[src/rtl/rd_pntrs_and_empty.sv]
// Read-side pointer and status block of a dual-clock FIFO. Everything here
// runs in the read clock domain.
//
// Synchronises the Gray write pointer from the write domain and keeps the
// binary and Gray read pointers. Produces the RAM read address, a registered
// empty flag, a read-side fill level and a read-data-valid strobe for a RAM
// with 1-cycle read latency.
//
// Ports:
//   rd_clk_i           read clock, rising edge
//   srst_i             synchronous reset, active-high, overrides all inputs
//   rd_req_i           read request from the consumer
//   wr_pntr_gray_i     Gray write pointer, asynchronous to rd_clk_i
//   rd_pntr_o          RAM read address (low AWIDTH bits of the binary read pointer)
//   rd_pntr_gray_wr_o  registered Gray read pointer for the write domain
//   rd_empty_o         FIFO empty, registered
//   rd_usedw_o         words in the FIFO as seen from the read side
//   rd_valid_o         RAM read data valid, the cycle after an accepted read
module rd_pntrs_and_empty #(
    parameter int unsigned AWIDTH      = 4,
    parameter int unsigned SYNC_STAGES = 2
) (
    input  logic              rd_clk_i,
    input  logic              srst_i,
    input  logic              rd_req_i,
    input  logic [AWIDTH:0]   wr_pntr_gray_i,
    output logic [AWIDTH-1:0] rd_pntr_o,
    output logic [AWIDTH:0]   rd_pntr_gray_wr_o,
    output logic              rd_empty_o,
    output logic [AWIDTH:0]   rd_usedw_o,
    output logic              rd_valid_o
);

    logic [AWIDTH:0] rd_pntr_bin_q, rd_pntr_bin_d;
    logic [AWIDTH:0] rd_pntr_gray_q, rd_pntr_gray_d;
    logic            rd_empty_q, rd_empty_d;
    logic [AWIDTH:0] rd_usedw_q, rd_usedw_d;
    logic            rd_valid_q, rd_valid_d;
    logic [AWIDTH:0] wr_sync_q [SYNC_STAGES];
    logic [AWIDTH:0] wr_sync_d [SYNC_STAGES];

    logic            rd_ack;
    logic [AWIDTH:0] wr_gray_s;
    logic [AWIDTH:0] wr_bin_s;

    always_comb begin
        // Reads are only accepted when not empty, so the pointer never passes
        // the synchronised write pointer.
        rd_ack        = rd_req_i & ~rd_empty_q;
        rd_pntr_bin_d = rd_pntr_bin_q + {{AWIDTH{1'b0}}, rd_ack};
        rd_pntr_gray_d = rd_pntr_bin_d ^ (rd_pntr_bin_d >> 1);

        // Plain flop chain; no logic ahead of the first stage.
        wr_sync_d[0] = wr_pntr_gray_i;
        for (int k = 1; k < SYNC_STAGES; k++) begin
            wr_sync_d[k] = wr_sync_q[k-1];
        end
        wr_gray_s = wr_sync_q[SYNC_STAGES-1];

        // Gray to binary: bit i is the XOR of all Gray bits at and above i.
        wr_bin_s = '0;
        for (int i = 0; i <= AWIDTH; i++) begin
            wr_bin_s[i] = ^(wr_gray_s >> i);
        end

        // Status uses the post-read pointer so a read of the last word flags
        // empty on the same edge.
        rd_empty_d = (rd_pntr_gray_d == wr_gray_s);
        // Extra wrap bit lets a full FIFO report 2**AWIDTH instead of 0.
        rd_usedw_d = wr_bin_s - rd_pntr_bin_d;
        rd_valid_d = rd_ack;
    end

    always_ff @(posedge rd_clk_i) begin
        if (srst_i) begin
            rd_pntr_bin_q  <= '0;
            rd_pntr_gray_q <= '0;
            rd_empty_q     <= 1'b1;
            rd_usedw_q     <= '0;
            rd_valid_q     <= 1'b0;
            for (int k = 0; k < SYNC_STAGES; k++) begin
                wr_sync_q[k] <= '0;
            end
        end else begin
            rd_pntr_bin_q  <= rd_pntr_bin_d;
            rd_pntr_gray_q <= rd_pntr_gray_d;
            rd_empty_q     <= rd_empty_d;
            rd_usedw_q     <= rd_usedw_d;
            rd_valid_q     <= rd_valid_d;
            for (int k = 0; k < SYNC_STAGES; k++) begin
                wr_sync_q[k] <= wr_sync_d[k];
            end
        end
    end

    assign rd_pntr_o         = rd_pntr_bin_q[AWIDTH-1:0];
    assign rd_pntr_gray_wr_o = rd_pntr_gray_q;
    assign rd_empty_o        = rd_empty_q;
    assign rd_usedw_o        = rd_usedw_q;
    assign rd_valid_o        = rd_valid_q;

endmodule
[config.mk]
export PLATFORM = sky130hd
export DESIGN_NAME = rd_pntrs_and_empty
export DESIGN_NICKNAME = d
export VERILOG_FILES = /design/src/rtl/rd_pntrs_and_empty.sv
export SDC_FILE = /design/constraint.sdc
export NUM_CORES = 1
export LEC_CHECK = 0
export BUFFER_PORTS_ARGS = -buffer_cell sky130_fd_sc_hd__buf_2
export CAP_MARGIN = 15
export CORE_UTILIZATION = 51
export DETAILED_ROUTE_END_ITERATION = 16
export GPL_TIMING_DRIVEN = 0
export PLACE_DENSITY_LB_ADDON = 0.15
export SETUP_SLACK_MARGIN = 0.05
export SYNTH_ARGS = -nofsm -noshare
export SYNTH_HDL_FRONTEND = slang
export SYNTH_SLANG_ARGS = --single-unit
[constraint.sdc]
create_clock -name rd_clk_i -period 3.76 [get_ports rd_clk_i]
set_input_delay 1.128 -clock rd_clk_i [delete_from_list [all_inputs] [get_ports rd_clk_i]]
set_output_delay 1.128 -clock rd_clk_i [all_outputs]
set_load 0.005 [all_outputs]
# Word-level counts from Yosys, hierarchy flattened

Memories as Yosys holds them, arrays and structs flattened.
Index checks and enable logic that the tools add are counted.

Flip-flop bits (word level): 17
Latch bits: 0
Bits in writable memories: 10
Bits in read-only memories: 0
Output and inout bits: 16
Logic and storage cells: 24
Memories: 1

Memory list:

| name      | words | width | read ports | clocked after memory_dff | wr ports | line | text |
|---|---|---|---|---|---|---|---|
| wr_sync_q | 2     | 5     | 2          | 0                        | 2        | 39   | `logic [AWIDTH:0] wr_sync_q [SYNC_STAGES];` |

$add $sub $neg: 2
$mul: 0
Div/mod/pow operators: 0
$lt $le $gt $ge: 0
Equal/unequal tests: 1
Shift-type cells: 0
Multiplexer cells: 5
Bitwise logic cells: 5
Reductions and logical operators: 5

Operator list:

| cell                       | number |
|---|---|
| XOR reduction 5 bit        | 5 |
| 2-to-1 mux 5 bit           | 2 |
| adder 5 x 1 -> 5 bit       | 1 |
| equality test 5 bit        | 1 |
| subtractor 5 bit           | 1 |
| bitwise XOR 5 x 4 -> 5 bit | 1 |
| 2-to-1 mux 1 bit           | 3 |
| bitwise OR 1 bit           | 2 |
| AND 1 bit                  | 1 |
| inverter 1 bit             | 1 |

# Depth between registers and ports, before layout

Gate-level depths: netlist of the first run.

Depth after elaboration: 5
Mapped depth: 11
Depth with buffers taken out: 11

# Worst setup path after synthesis of the first run

OpenSTA, ideal clock, no wires.

Path kind: input-to-reg
Start point: input port rd_req_i
End point: register rd_usedw_q[4] (netlist: rd_usedw_o[4])
Library setup time: 0.128 ns
Data arrival time: 2.956 ns
Required time: 3.632 ns
Path slack: 0.677 ns
Stages on the path: 9
Buffers on the path: 0
Cell sequence: nor2b_1 > ha_1 > ha_1 > inv_1 > fa_1 > a21o_1 > maj3_2 > xnor2_1 > nor2_1

Word-level cells in the longest chain between the ends: 3

Ends and longest elaborated chain:

| item                 | line | text |
|---|---|---|
| from (decl)          | 25   | `input logic rd_req_i,` |
| AND 1 bit            | 49   | `rd_ack = rd_req_i & ~rd_empty_q;` |
| adder 5 x 1 -> 5 bit | 50   | `rd_pntr_bin_d = rd_pntr_bin_q + {{AWIDTH{1'b0}}, rd_ack};` |
| via rd_pntr_bin_d[1] | 34   | `logic [AWIDTH:0] rd_pntr_bin_q, rd_pntr_bin_d;` |
| subtractor 5 bit     | 70   | `rd_usedw_d = wr_bin_s - rd_pntr_bin_d;` |
| to (signal assigned) | 88   | `rd_usedw_q <= rd_usedw_d;` |
| to (decl)            | 37   | `logic [AWIDTH:0] rd_usedw_q, rd_usedw_d;` |

The timed path passes the listed nets, and every way through them passes these cells.
A chain may end at the register's enable or synchronous reset.

# Worst setup path in the final report of the first run

Start point: input port rd_req_i
End point: register rd_usedw_q[4] (netlist: rd_usedw_o[4])

Word-level cells in the longest chain between the ends: 3

Ends and longest elaborated chain:

| item                 | line | text |
|---|---|---|
| AND 1 bit            | 49   |  |
| via rd_ack           | 42   | `logic rd_ack;` |
| adder 5 x 1 -> 5 bit | 50   |  |
| subtractor 5 bit     | 70   |  |

The timed path passes the listed nets, and every way through them passes these cells.

==> impl_metrics.yaml, run 1 <==
status:
  status: "finished, final reports clean"
clock_tree:
  cts_resized: 0
  cts_hold_buffers: 0
  clk_pin_slew_worst_paths_ns: 0.12
  cts_tree: "done"
  clk_latency_ns: 0.31
  cts-buffers-inserted: 3
  cts_max_path_buffers: 2
  post_cts_buffers: 0
  cts_root_buf: "clkbuf_4"
  cts_sinks: 26
  cts_max_level: 1
sta:
  tns_ns: 0
  setup_ws_ns: 0.728
  slew-limit-headroom_pct: 69.0
  setup_viol: 0
  fin_skew_ns: 0.00369
  hold_viol: 0
  worst_pin_slew_ns: 0.466
  min_period_ns: 3.03
  finalMaxSlewViolations: 0
  whs_ns: 0.451
  period_share_pct: 80.6
  max_freq_mhz: 330
  rsz0062_at_grt: "no"
grt:
  grt_max_degree: 14
  overflow: 0
  antenna_found_initial: 0
  grt_use_met1_pct: 18.1
  grt.total_usage_pct: 15.6
  grt_busiest_layer: "met2"
  grt_pass1_vias: 604
  met2_usage_pct: 26.8
  met3_usage_pct: 2.22
  grt_pass1_wl_mm: 2.42
setup_path:
  cp.required_ns: 3.96
  critical_path_arrival_ns: 3.23
  end_kind: "flop"
  worst-path-max-fanout: 6
  path_class: "in -> reg"
  crit_path_start_kind: "input port"
  r2r_cells: 11
placed_design:
  placed_area_um2: 1230
  gp_congestion: 0.795
  place_ws_ns: 0.401
  dp_hpwl_mm: 1.23
  portBuffers: 23
floorplanning:
  core_area_um2: 1980
  io_pins: 24
  die_y_um: 48.1
  initial_utilization_pct: 54.7
  fp.dieW_um: 48.1
  rows: 16
  dieArea_um2: 2310
synthesis:
  ys_seq_area_share_pct: 48.0
  syn_avg_cell_area_um2: 10.6
  synth_cell_types: 25
  synth_warnings: 0
  ys_ff_latch: 26
  synthCells: 102
  synth_fp_nets: 116
  synth_area_um2: 1080
route:
  wl_per_cell_um: 10.4
  drtPass1Iterations: 2
  routed_wl_mm: 1.61
  dr_total_vias: 719
  drtIter0Drc: 1
  drc: 0
  viasPerCell: 4.64
  drtAntennaViolNets: 0
pwr:
  leakagePower_nw: 0.569
  ir_worst_vdd_v: 0.000308
  swShare_pct: 24.3
  p_clk_share_pct: 21.9
  seqPwrFrac_pct: 59.6
  power_per_cell_area_nw_per_um2: 404
  p_int_uw: 384
  switchingPower_uw: 123
  p_comb_share_pct: 18.5
cells_and_area:
  nNetsFinal: 144
  fin_area_um2: 1250
  drive_gt1_share_pct: 23.4
  final_util_pct: 63.3
  insertedDiodeCount: 0
  syn2layout_area_growth_pct: 15.8
  fillers: 190
flow_run:
  maxCapViolations: 0
min_path:
  hold_path.class: "reg -> reg"
  whs_path_depth: 1
## flip-flops by register name (all words and copies together), names as in the netlist
name and cells:
wr_sync_q 10, rd_valid_o 1, rd_pntr_bin_q 5, rd_usedw_o 5
rd_pntr_gray_wr_o 4, rd_empty_o 1
## stage by stage
stage | total power [mW] | std cells
after floorplan | 0.374 | 102
after global placement | 0.401 | 152
after detailed placement | 0.404 | 152
after CTS | 0.514 | 155
after global routing | 0.542 | 155
final | 0.507 | 155
## power by group through the flow
stage                     Clock, mW  Sequential (mW)  Combinational, mW
after global routing          0.131            0.304              0.107
after CTS                     0.116            0.302             0.0957
after global placement            0            0.307             0.0934
after floorplan                   0            0.311             0.0633
final                         0.111            0.302             0.0939
after detailed placement          0            0.308             0.0952
## kinds of logic (layout without fill, tap and decap cells)
kind of cell               Yosys count  after routing  share of synthesized area [%]
AOI/OAI and AO/OA                    8              8                           6.00
xor gates and xnor gates            20             20                           18.8
adders and majority gates            7              7                           8.66
buffers and inverters                5             31                           1.73
DFF                                 26             26                           48.0
and+or+nand+nor                     36             36                           16.7
## layout by cell type, fill, tap and decap left out, types with 3 or more instances in the layout
master / count
buf_2: 23
clkbuf_4: 3
dfxtp_1: 26
ha_1: 5
inv_1: 3
nand2_1: 4
nor2_1: 13
nor2b_1: 14
xnor2_1: 12
xor2_1: 5
## synthesized netlist by cell type
cell	n	share of area, %
nor3_1	1	0.46
and3b_1	1	0.81
a41o_1	1	0.92
a21boi_1	1	0.69
xnor2_2	1	1.5
xor2_1	5	4.0
and2_1	1	0.58
nand3_1	2	0.92
fa_1	1	1.8
nand2_1	4	1.4
a21o_1	2	1.4
xnor2_1	12	9.7
dfxtp_1	26	48
o21ai_0	1	0.46
xnor3_1	1	2.1
maj3_2	1	1.0
inv_1	3	1.0
nor2_1	13	4.5
nor2b_1	14	8.1
a21oi_1	1	0.46
ha_1	5	5.8
clkbuf_1	2	0.69
o211ai_1	1	0.69
o2bb2ai_2	1	1.4
xor2_2	1	1.5
## worst max-delay path: stages
cell,delay (ns)
buf_2,0.09
nor2b_1,0.13
ha_1,0.23
ha_1,0.29
xnor2_2,0.34
ha_1,0.33
a21o_1,0.18
maj3_2,0.31
xnor2_1,0.13
nor2_1,0.05
## cell type report
cell class | instances | area, um^2 | area share, %
sequential | 26 | 520 | 41.5
timing repair buffer | 23 | 115 | 9.17
multi-input combinational | 71 | 544 | 43.4
tap | 27 | 33.8 | 2.69
clock buffer | 3 | 22.5 | 1.79
inverter | 3 | 11.3 | 0.897
buffer | 2 | 7.51 | 0.598
## routing by layer
| layer | up-vias | share of wire (%) |
|---|---|---|
| met4 | 0 | 1.7 |
| met1 | 318 | 48 |
| met2 | 18 | 47 |
| met5 | - | 0 |
| met3 | 4 | 3.0 |
| li1 | 379 | - |
## path summary, 6_finish.rpt
path | from | end | slack [ns]
worst max-delay path | rd_req_i | rd_usedw_o[4] | 0.73
worst min-delay path | wr_sync_q[0][0] | wr_sync_q[0][5] | 0.45
worst max register to register | wr_sync_q[0][8] | rd_usedw_o[4] | 0.95
worst min register to register | wr_sync_q[0][0] | wr_sync_q[0][5] | 0.45
Power figures use the tool's default switching activity.
==> run 2: changes to the inputs <==
Settings changed: CORE_UTILIZATION 51 to 46.
Clock period 3.76 ns to 2.7 ns, I/O delays scaled along.
==> run 2 against run 1 <==
  * Via count is 2.4% higher
  * Die area increased by 10%
  * Critical path depth unchanged
  * Non-clock buffer count is 1 higher
  * Clock power increased by 40%
  * Total power rose by 42%
  * Worst setup slack got worse by 0.55 ns
  * Sequential share of layout area decreased by 2.0 points
  * Design area is 5.7% higher
  * Clock skew fell by 0.0019 ns
  * First-iteration DRC count grew to 4.0 times the previous value
==> impl_metrics.yaml, run 2 (synthesis gave the netlist of run 1 again) <==
sta:
  max_freq_mhz: 396
  hold_viol: 0
  setup_ws_ns: 0.177
  period_share_pct: 93.4
  min_period_ns: 2.52
  fin_skew_ns: 0.00174
  worst_pin_slew_ns: 0.453
  setup_viol: 0
  slew-limit-headroom_pct: 69.8
  finalMaxSlewViolations: 0
  rsz0062_at_grt: "no"
cells_and_area:
  final_cell_mix: "24 x dfxtp_1, 23 x buf_2, 14 x nor2b_1"
  mostFrequentLayoutCell: "dfxtp_1"
  drive_gt1_share_pct: 30.2
  largest-register: "wr_sync_q"
  largest_register_ffs: 10
  syn2layout_area_growth_pct: 22.4
  fin_area_um2: 1330
  insertedDiodeCount: 0
  finalNonFillerCells: 157
  nNetsFinal: 145
  final_util_pct: 60.0
placed_design:
  gp_congestion: 0.766
  placed_area_um2: 1260
  dp_hpwl_mm: 1.26
  dp_cells: 153
  place_ws_ns: -0.200
  portBuffers: 23
setup_path:
  crit_chain: "buf_2, nor2b_1, ha_1, ha_4, inv_2, fa_2, a21o_1, maj3_2, xnor2_1, nor2_1"
  end_kind: "flop"
  worst-r2r-setup-slack_ns: 0.20
  critPathLaunch: "rd_req_i"
  r2r-start: "wr_sync_q[0][9]"
  path_buf_inv: 2
  path_depth: 10
  crit_path_start_kind: "input port"
  crit_end: "rd_usedw_o[4]"
  path_class: "in -> reg"
  r2r_cells: 11
  worst-path-max-fanout: 7
  rr_endpoint: "rd_usedw_o[4]"
  critical_path_arrival_ns: 2.72
  cp.required_ns: 2.90
  slowest_stage: "fa_2"
  cpPeakStageDelay_ns: 0.38
  cp_top_family: "adder cells"
grt:
  overflow: 0
  grt.total_usage_pct: 15.5
  grt_pass1_vias: 683
  grt_max_degree: 14
  grt_pass1_wl_mm: 2.84
  antenna_found_initial: 0
min_path:
  hold_path.class: "reg -> reg"
floorplanning:
  core_area_um2: 2210
  initial_utilization_pct: 49.0
  io_pins: 24
  fp.dieW_um: 50.5
  rows: 17
  dieArea_um2: 2550
  die_y_um: 50.5
route:
  drtPass1Iterations: 4
  drc: 0
  drtIter0Drc: 4
  wl_per_cell_um: 10.6
  dr_total_vias: 736
  viasPerCell: 4.69
  routed_wl_mm: 1.67
  drtAntennaViolNets: 0
pwr:
  ir_worst_vdd_v: 0.000299
  power_per_cell_area_nw_per_um2: 542
  leakagePower_nw: 0.585
clock_tree:
  cts_tree: "done"
  cts_root_buf: "clkbuf_4"
  clk_pin_slew_worst_paths_ns: 0.13
  cts_max_path_buffers: 2
  cts-buffers-inserted: 3
  cts_hold_buffers: 0
  cts_max_level: 1
  clk_latency_ns: 0.31
  cts_sinks: 26
flow_run:
  maxCapViolations: 0
status:
  status: "finished, final reports clean"
==> run 2: metal layers <==
metal | global-route usage (%) | wire length (um) | vias up
met5 | 0 | 0 | -
met4 | 8.33 | 32 | 0
met3 | 2.73 | 63 | 4
met2 | 27.8 | 821 | 17
met1 | 17.2 | 747 | 337
li1 | - | - | 378
==> run 2: final cells by class <==
cell class / instances / area [um^2]
multi-input combinational: 71 / 604
inverter: 3 / 11.3
fill: 192 / 886
buffer: 2 / 7.51
timing repair buffer: 24 / 123
sequential: 26 / 523
clock buffer: 3 / 22.5
tap: 28 / 35.0
==> run 2: metrics by stage <==
step / power (mW) / setup TNS (ns) / hold slack, ns
after floorplan: 0.523 / 0 / 0.414
after global placement: 0.561 / -0.177 / 0.419
after detailed placement: 0.565 / -0.200 / 0.422
after CTS: 0.726 / 0 / 0.453
after global routing: 0.762 / 0 / 0.464
final: 0.719 / 0 / 0.446
==> run 2: worst min-delay path by stage <==
stage / start / endpoint / slack (ns) / depth (start not counted)
after floorplan: wr_sync_q[0][0] / wr_sync_q[0][5] / 0.41 / 1
after global placement: wr_sync_q[0][0] / wr_sync_q[0][5] / 0.42 / 1
after detailed placement: wr_sync_q[0][3] / wr_sync_q[0][8] / 0.42 / 1
after CTS: wr_sync_q[0][3] / wr_sync_q[0][8] / 0.45 / 1
after global routing: wr_sync_q[0][1] / wr_sync_q[0][6] / 0.46 / 1
final: wr_sync_q[0][3] / wr_sync_q[0][8] / 0.45 / 1
==> run 2: power breakdown <==
group	leakage [nW]	internal, mW	switching (mW)
registers	0.214	0.412	0.0109
clock network	0.0138	0.0521	0.103
logic	0.357	0.0781	0.0631
total	0.585	0.542	0.177
==> run 2: timing repair <==
action                                  4_1_cts  5_1_grt
endpoints found under the setup margin        1        1
pin swaps                                     0        3
resized for setup                             3        3
buffers inserted                              0        1
==> run 2: worst reg2reg max path, cell delays in order (launching register included) <==
cell and delay, ns:
dfxtp_2 0.38, xnor2_4 0.16, xnor2_2 0.22, xor2_2 0.21, xnor2_1 0.14, ha_1 0.16, inv_1 0.06, fa_2 0.36
a21o_1 0.19, maj3_2 0.31, xnor2_1 0.15, nor2_1 0.05
